===== src/rtl/alu_seq_arbiter_if.sv =====
// Handshake bundle between two ALU requesters and the alu_seq_arbiter sequencer.
// The slave modport is the arbiter view. The master modport is the requester/environment view.
interface alu_seq_arbiter_if #(
  parameter int WIDTH = 8
);
  logic             req_0;
  logic [1:0]       op_0;
  logic             req_1;
  logic [1:0]       op_1;
  logic [WIDTH-1:0] reg_b;
  logic             gnt_0;
  logic             gnt_1;
  logic             load_a;
  logic             load_b;
  logic [1:0]       alu_sel;
  logic             alu_en;
  logic             done;
  logic             err;
  logic             busy;

  modport master (
    output req_0, op_0, req_1, op_1, reg_b,
    input  gnt_0, gnt_1, load_a, load_b, alu_sel, alu_en, done, err, busy
  );

  modport slave (
    input  req_0, op_0, req_1, op_1, reg_b,
    output gnt_0, gnt_1, load_a, load_b, alu_sel, alu_en, done, err, busy
  );
endinterface


===== src/rtl/alu_seq_arbiter.sv =====
// Round-robin owner of the shared 8-bit ALU: grant, load A, load B, execute, drive result.
// Optional macro DIV_ZERO_CHECK_EN aborts a DIV whose B register is zero (err pulse, no bus drive).
module alu_seq_arbiter #(
  parameter int WIDTH = 8
) (
  input  logic               clk,
  input  logic               rst,
  alu_seq_arbiter_if.slave   bus
);

  typedef enum logic [2:0] {IDLE, LD_A, LD_B, EXEC, OUT} state_t;

  state_t     state_q, state_d;
  logic       gnt_idx_q, gnt_idx_d;
  logic       rr_last_q, rr_last_d;
  logic       gnt_0_q, gnt_0_d;
  logic       gnt_1_q, gnt_1_d;
  logic       load_a_q, load_a_d;
  logic       load_b_q, load_b_d;
  logic [1:0] alu_sel_q, alu_sel_d;
  logic       alu_en_q, alu_en_d;
  logic       done_q, done_d;
  logic       err_q, err_d;
  logic       busy_q, busy_d;
  logic       owned;

  logic [WIDTH-1:0] div_b;
  assign div_b = bus.reg_b;

`ifndef DIV_ZERO_CHECK_EN
  logic unused_div_b;
  assign unused_div_b = ^div_b;
`endif

  always_comb begin
    state_d   = state_q;
    gnt_idx_d = gnt_idx_q;
    rr_last_d = rr_last_q;
    alu_sel_d = alu_sel_q;
    load_a_d  = 1'b0;
    load_b_d  = 1'b0;
    alu_en_d  = 1'b0;
    done_d    = 1'b0;
    err_d     = 1'b0;

    case (state_q)
      IDLE: begin
        if (bus.req_0 || bus.req_1) begin
          // On a tie the requester that was not served last wins.
          gnt_idx_d = (bus.req_0 && bus.req_1) ? ~rr_last_q : bus.req_1;
          alu_sel_d = gnt_idx_d ? bus.op_1 : bus.op_0;
          load_a_d  = 1'b1;
          state_d   = LD_A;
        end
      end
      LD_A: begin
        load_b_d = 1'b1;
        state_d  = LD_B;
      end
      LD_B: state_d = EXEC;
      EXEC: begin
        done_d   = 1'b1;
        alu_en_d = 1'b1;
`ifdef DIV_ZERO_CHECK_EN
        if (alu_sel_q == 2'b11 && div_b == '0) begin
          alu_en_d = 1'b0;
          err_d    = 1'b1;
        end
`endif
        state_d = OUT;
      end
      OUT: begin
        rr_last_d = gnt_idx_q;
        state_d   = IDLE;
      end
      default: state_d = IDLE;
    endcase

    // Grant and busy follow ownership of the next state, so they stay registered.
    owned   = (state_d != IDLE);
    gnt_0_d = owned && !gnt_idx_d;
    gnt_1_d = owned && gnt_idx_d;
    busy_d  = owned;
  end

  always_ff @(posedge clk or posedge rst) begin
    if (rst) begin
      state_q   <= IDLE;
      gnt_idx_q <= 1'b0;
      rr_last_q <= 1'b1;
      gnt_0_q   <= 1'b0;
      gnt_1_q   <= 1'b0;
      load_a_q  <= 1'b0;
      load_b_q  <= 1'b0;
      alu_sel_q <= 2'b00;
      alu_en_q  <= 1'b0;
      done_q    <= 1'b0;
      err_q     <= 1'b0;
      busy_q    <= 1'b0;
    end else begin
      state_q   <= state_d;
      gnt_idx_q <= gnt_idx_d;
      rr_last_q <= rr_last_d;
      gnt_0_q   <= gnt_0_d;
      gnt_1_q   <= gnt_1_d;
      load_a_q  <= load_a_d;
      load_b_q  <= load_b_d;
      alu_sel_q <= alu_sel_d;
      alu_en_q  <= alu_en_d;
      done_q    <= done_d;
      err_q     <= err_d;
      busy_q    <= busy_d;
    end
  end

  assign bus.gnt_0   = gnt_0_q;
  assign bus.gnt_1   = gnt_1_q;
  assign bus.load_a  = load_a_q;
  assign bus.load_b  = load_b_q;
  assign bus.alu_sel = alu_sel_q;
  assign bus.alu_en  = alu_en_q;
  assign bus.done    = done_q;
  assign bus.err     = err_q;
  assign bus.busy    = busy_q;

endmodule


===== src/flat_wrapper.sv =====
// flat-port wrapper written by rule: the top's interface ports become plain ports
module alu_seq_arbiter_flat 
#(
  parameter int WIDTH = 8
)
  (clk, rst, bus_req_0, bus_op_0, bus_req_1, bus_op_1, bus_reg_b, bus_gnt_0, bus_gnt_1, bus_load_a, bus_load_b, bus_alu_sel, bus_alu_en, bus_done, bus_err, bus_busy);
  alu_seq_arbiter_if #(.WIDTH(WIDTH)) bus_i ();
  input  logic clk;
  input  logic rst;
  input wire logic [$bits(bus_i.req_0)-1:0] bus_req_0;
  input wire logic [$bits(bus_i.op_0)-1:0] bus_op_0;
  input wire logic [$bits(bus_i.req_1)-1:0] bus_req_1;
  input wire logic [$bits(bus_i.op_1)-1:0] bus_op_1;
  input wire logic [$bits(bus_i.reg_b)-1:0] bus_reg_b;
  output wire logic [$bits(bus_i.gnt_0)-1:0] bus_gnt_0;
  output wire logic [$bits(bus_i.gnt_1)-1:0] bus_gnt_1;
  output wire logic [$bits(bus_i.load_a)-1:0] bus_load_a;
  output wire logic [$bits(bus_i.load_b)-1:0] bus_load_b;
  output wire logic [$bits(bus_i.alu_sel)-1:0] bus_alu_sel;
  output wire logic [$bits(bus_i.alu_en)-1:0] bus_alu_en;
  output wire logic [$bits(bus_i.done)-1:0] bus_done;
  output wire logic [$bits(bus_i.err)-1:0] bus_err;
  output wire logic [$bits(bus_i.busy)-1:0] bus_busy;
  assign bus_i.req_0 = bus_req_0;
  assign bus_i.op_0 = bus_op_0;
  assign bus_i.req_1 = bus_req_1;
  assign bus_i.op_1 = bus_op_1;
  assign bus_i.reg_b = bus_reg_b;
  assign bus_gnt_0 = bus_i.gnt_0;
  assign bus_gnt_1 = bus_i.gnt_1;
  assign bus_load_a = bus_i.load_a;
  assign bus_load_b = bus_i.load_b;
  assign bus_alu_sel = bus_i.alu_sel;
  assign bus_alu_en = bus_i.alu_en;
  assign bus_done = bus_i.done;
  assign bus_err = bus_i.err;
  assign bus_busy = bus_i.busy;
  alu_seq_arbiter #(.WIDTH(WIDTH)) u_core (.clk(clk), .rst(rst), .bus(bus_i));
endmodule

===== config.mk =====
export PLATFORM = sky130hd
export DESIGN_NAME = alu_seq_arbiter_flat
export DESIGN_NICKNAME = d
export VERILOG_FILES = /design/src/rtl/alu_seq_arbiter_if.sv /design/src/rtl/alu_seq_arbiter.sv /design/src/flat_wrapper.sv
export SDC_FILE = /design/constraint.sdc
export NUM_CORES = 1
export LEC_CHECK = 0
export ABC_CLOCK_PERIOD_IN_PS = 1230
export CELL_PAD_IN_SITES_DETAIL_PLACEMENT = 1
export CELL_PAD_IN_SITES_GLOBAL_PLACEMENT = 2
export CORE_ASPECT_RATIO = 0.6
export CORE_MARGIN = 2
export CORE_UTILIZATION = 21
export CTS_CLUSTER_DIAMETER = 50
export CTS_CLUSTER_SIZE = 25
export DETAILED_ROUTE_END_ITERATION = 8
export GPL_ROUTABILITY_DRIVEN = 0
export PLACE_DENSITY_LB_ADDON = 0.1
export SLEW_MARGIN = 25
export SYNTH_ARGS = -nofsm -noshare
export SYNTH_HDL_FRONTEND = slang
export SYNTH_SLANG_ARGS = --single-unit

===== constraint.sdc =====
create_clock -name clk -period 1.23 [get_ports clk]
set_clock_uncertainty 0.1 [all_clocks]
set_input_delay 0.1845 -clock clk [delete_from_list [all_inputs] [get_ports clk]]
set_output_delay 0.1845 -clock clk [all_outputs]
set_load 0.02 [all_outputs]

==> Word-level counts from Yosys, hierarchy flattened <==
Cells that the tools add are included.
W data, S select, Z words.
{ "word_totals": {"regBits": 13, "input_bits": 16, "output_inout_bits": 10, "wordCells": 33} }
{ "op_classes": {"eq_ne": 4, "mux": 10, "bitwise": 1, "n_reduce_logical": 8} }
{ "ops": {"columns": ["op", "n"], "rows": [
  ["$pmux W3 S4", 1],
  ["$mux W1", 7],
  ["$eq A3 B2 Y1 const B", 2],
  ["$eq A3 B1 Y1 const B", 1],
  ["$eq A3 B3 Y1 const B", 1],
  ["$logic_and A1 B1 Y1", 3],
  ["$logic_not A3 Y1", 1],
  ["$mux W3", 1],
  ["$reduce_bool A3 Y1", 1],
  ["$mux W2", 1],
  ["$reduce_and A2 Y1", 1],
  ["$logic_not A1 Y1", 1],
  ["$logic_or A1 B1 Y1", 1],
  ["$not A1 Y1", 1]
]} }

==> Longest topological paths before layout <==
{ "depth": {"depth_word": 6, "depth_mapped": 4, "mapped_depth_nobuf": 3} }

==> Worst setup path before layout <==
No wires, ideal clock.
{ "synth_timing": {"kind": "flip-flop to flip-flop", "start": "reg u_core.state_q[1]", "end": "reg u_core.alu_sel_q[0], in the netlist u_core.bus.alu_sel[0]", "setup_ns": 0.079, "arrival_time_ns": 1.017, "required_time_ns": 1.051, "slack_ns": 0.034, "path_stages_with_launch": 5, "path_buffers": 1, "synth_period_minus_slack_ns": 1.196, "cell_sequence": "dfrtp_1 -> buf_6 -> nor3_4 -> and2b_4 -> a2bb2oi_1"} }
{ "synth_via": {"elab_chain_cells": 2} }
{ "synth_rtl": {"columns": ["item", "line_no", "rtl"], "rows": [
  ["from (decl)", "alu_seq_arbiter.sv:13", "state_t state_q, state_d;"],
  ["from (signal assigned)", "alu_seq_arbiter.sv:101", "state_q <= state_d;"],
  ["$logic_not A3 Y1", "alu_seq_arbiter.sv:46", "case (state_q)"],
  ["$reduce_and A2 Y1 (no source line)", null, null],
  ["to (signal assigned)", "alu_seq_arbiter.sv:108", "alu_sel_q <= alu_sel_d;"],
  ["to (decl)", "alu_seq_arbiter.sv:20", "logic [1:0] alu_sel_q, alu_sel_d;"]
]} }
Every way passes these cells.
A chain may end at the register's enable or synchronous reset.

==> Worst setup path after layout <==
{ "layout_timing": {"start": "reg u_core.alu_sel_q[0], in the netlist u_core.bus.alu_sel[0]", "end": "out bus_alu_sel[0]"} }
{ "layout_rtl": {"columns": ["item", "line_no", "rtl"], "rows": [
  ["to (decl)", "flat_wrapper.sv:19", "output wire logic [$bits(bus_i.alu_sel)-1:0] bus_alu_sel;"]
]} }
No word-level cell between the ends.

==> results by stage <==
Outcome:
- The flow ran to the end, and the final reports show no timing, DRC or antenna violations.

Global route:
- The number of global-route vias before repair was 435.
- The initial antenna violation count is 0.
- The first global-routing pass estimated approximately 2100 µm of wire.
- The combined global-route utilization of all metal layers is 0.0918.
- The total congestion overflow is 0.
- Entering global routing, the biggest net connects 10 pins.

Setup path:
- The critical path data arrival time is a little over 0.9 ns.
- The data required time at the worst endpoint is 0.95 ns.
- On the critical path the largest part of the delay comes from flip-flops.
- The startpoint-to-endpoint class of the critical path is register to primary output.
- Walking the worst path, the cells encountered are clkdlybuf4s15_1.
- The worst setup path is captured at a primary output.
- For this run, the slowest stage of the critical path takes roughly 0.38 ns.
- The cell with the largest stage delay on the worst path is dfrtp_1.
- The worst setup path is launched from a register.
- Counting both buffers and inverters, the worst setup path holds a total of 1.
- Along the worst path, the maximum fanout reaches 2.

Route:
- The via total after detailed routing is 450.
- For this run, design rule violations remaining after detail routing come to 0.
- The detail route stage leaves a number of antenna-violating nets equal to 0.
- The first-pass detailed-route iteration total is 2.
- After detailed routing, the number of vias per cell comes to 4.17.
- After the first detailed-routing iteration, the DRC count stood at 11.
- In the final routed layout, each cell accounts on average for approximately 12 µm.
- Summed over all layers, the routed wires come to between 1000 and 1500 µm.

STA:
- The minimum clock period is 1.21 ns.
- Setup total negative slack on the finished layout was measured at 0 ns.
- The number of max-slew violations in the final report is 0.
- The number of hold-slack violations in the final timing report was 0.
- Setup violations remaining at the end of the flow were counted as 0.
- The period utilization is 0.982.
- Timing would allow up to roughly 0.83 GHz.
- Setup repair after global routing could not meet its margin everywhere.

Clock tree:
- Clock-pin slew was measured on the worst setup and hold paths at 0.05 ns.
- The CTS tree is done.
- CTS built an H-tree with a depth of 1.
- The count of hold-fix buffers inserted at cts is 0.
- The clock root buffer is clkbuf_8.
- The number of clock sinks is 13.
- For the worst-skew pair, the clock arrives at the later sink with an insertion delay of 0.25 ns.
- In this run, CTS created clock tree buffers numbering 3.
- The longest clock path from root to sink contains 2 buffers.

Floorplan:
- The initial cell density of the core is 0.226.
- Measured along the y axis, the die boundary spans ~45 µm.
- The floorplan core area is around 0.0026 mm².
- The die footprint is 0.00323 mm².
- The total I/O pin count is 26.
- The die is 72.0 µm wide.
- The count of standard-cell rows is 14.

Hold path:
- The min-delay analysis places its worst path in the category input pin to asynchronous set/reset pin.

Logic synthesis:
- In the synthesized netlist, the number of instances is 50.
- The number of nets handed over by synthesis was 66.
- The number of synthesis warnings is 0.
- The synthesized netlist contains 27 unique library cells.
- The synthesized cell area is between 500 and 600 µm².
- The share of the Yosys chip area taken by registers is 0.560.
- The number of synthesized register bits is 13.
- Each instance of the synthesized netlist takes up on average 11.7 µm².

Finish:
- The antenna diode count is 0.
- In the final layout, the share of cells above drive strength 1 is 0.382.
- Once layout is complete, the utilization of the core stands at 0.347.
- The number of nets in the layout is 93.
- The area added between synthesis and finish is 53.4%.

Power:
- The power density normalized to cell area is 2580 mW/mm².
- The maximum resistive drop on vdd is ~840 µV.
- The leakage power summed over all cells is around 0.4 nW.

Placed design:
- The number of port buffers is 16.
- After legalization and detailed placement, the total HPWL measured 1040 µm.

Flow run:
- The max-cap violation count is 0.
synth_stat cells:
| library cell | instances | area (µm²) |
|---|---|---|
| nor2b_1 | 1 | 6.26 |
| or2_2 | 1 | 6.26 |
| conb_1 | 1 | 3.75 |
| a2bb2oi_1 | 2 | 17.5 |
| nand3b_1 | 1 | 7.51 |
| and2b_4 | 1 | 10.0 |
| nor2_1 | 2 | 7.51 |
| dfstp_2 | 1 | 26.3 |
| buf_6 | 1 | 11.3 |
| nor3_4 | 1 | 16.3 |
| dfrtp_1 | 12 | 300 |
| nor3b_1 | 1 | 7.51 |
| nor3_1 | 2 | 10.0 |
| and3b_1 | 2 | 17.5 |
| a32o_1 | 1 | 10.0 |
| o21ai_0 | 1 | 5.00 |
| xnor2_1 | 1 | 8.76 |
| nand2_1 | 3 | 11.3 |
| mux2_1 | 1 | 11.3 |
| o32ai_1 | 2 | 17.5 |
| nand3_1 | 1 | 5.00 |
| buf_4 | 3 | 22.5 |
| buf_2 | 1 | 5.00 |
| a21oi_1 | 3 | 15.0 |
| a21bo_2 | 1 | 10.0 |
| inv_1 | 2 | 7.51 |
| nor2_2 | 1 | 6.26 |
through the flow:
stage	hold slack, ns	power [mW]	cell area, µm²	worst slack (ns)	cells
finish	0.0280	2.31	895	0.0219	108
global route	0.0519	2.48	895	-0.0114	108
CTS	0.0340	2.22	847	0.00127	106
detailed placement	0.290	1.92	812	-0.236	102
global placement	0.287	1.93	812	-0.246	102
floorplan	-0.0393	1.46	583	0.0337	50
kinds of logic after synthesis:
kind of cell	after synthesis	share of synthesized area
flops	13	0.560
compound gates	10	0.129
simple gates	17	0.191
mux	1	0.0193
buf+inv	7	0.0794
other cells	1	0.00643
xor+xnor	1	0.0150
final cells by class:
cell class	instances	area, µm²
repair buffers	27	233
inverters	2	7.51
fillers	294	1680
multi-input cells	30	239
clock buffers	4	45.0
well taps	32	40.0
flip-flops and latches	13	330
cells in the final DEF, fill, tap and decap left out, types with 2 or more instances in the layout:
master           instances
clkbuf_2                 2
clkbuf_8                 3
dfrtp_1                  9
clkdlybuf4s50_1          6
and3b_1                  2
dfrtp_2                  3
inv_1                    2
clkdlybuf4s15_1          5
nor3_1                   2
buf_4                   11
nand2_1                  3
a21oi_1                  3
nor2_1                   2
o32ai_2                  2
dlygate4sd2_1            2
state kept, by name, indices dropped and copies added (netlist names):
signal	count
u_core.bus.alu_en	1
u_core.rr_last_q	1
u_core.bus.gnt_0	1
u_core.bus.alu_sel	2
u_core.bus.gnt_1	1
u_core.bus.busy	1
u_core.bus.load_a	1
u_core.state_q	3
u_core.bus.load_b	1
u_core.gnt_idx_q	1
final timing paths:
| path | slack (ns) | cells after the start | startpoint | to |
|---|---|---|---|---|
| setup / recovery | 0.02 | 1 | u_core.bus.alu_sel[0]$_DFFE_PP0P_ | bus_alu_sel[0] |
| hold / removal | 0.03 | 2 | rst | u_core.bus.busy$_DFF_PP0_ |
| setup reg to reg | 0.03 | 3 | u_core.state_q[2]$_DFF_PP0_ | u_core.bus.alu_sel[1]$_DFFE_PP0P_ |
| hold reg to reg | 0.40 | 1 | u_core.state_q[2]$_DFF_PP0_ | u_core.bus.gnt_0$_DFF_PP0_ |
| max in group asynchronous | 0.63 | 3 | rst | u_core.state_q[2]$_DFF_PP0_ |
| min in group clk | 0.23 | 3 | bus_req_0 | u_core.bus.gnt_0$_DFF_PP0_ |
what timing repair did:
item                                   CTS  global route
pin swaps                                0             1
gates resized for setup                 10            17
buffers inserted                         0             2
endpoints found under the hold margin    0             0
setup endpoints to repair                9            11
power breakdown:
| group | leakage (nW) | total (mW) | internal [mW] | switching [mW] |
|---|---|---|---|---|
| combinational | 0.227 | 1.10 | 0.572 | 0.525 |
| clock | 0.0228 | 0.386 | 0.229 | 0.157 |
| sequential | 0.152 | 0.823 | 0.654 | 0.169 |
| total | 0.402 | 2.31 | 1.46 | 0.851 |
per-layer routing:
| metal | track usage | up-vias | share of wire |
|---|---|---|---|
| li1 | - | 223 | - |
| met1 | 0.124 | 211 | 0.51 |
| met2 | 0.124 | 14 | 0.42 |
| met3 | 0.0424 | 2 | 0.059 |
| met4 | 0.0453 | 0 | 0.014 |
| met5 | 0 | - | 0 |
Note: power is estimated with default switching activity, not from simulation.
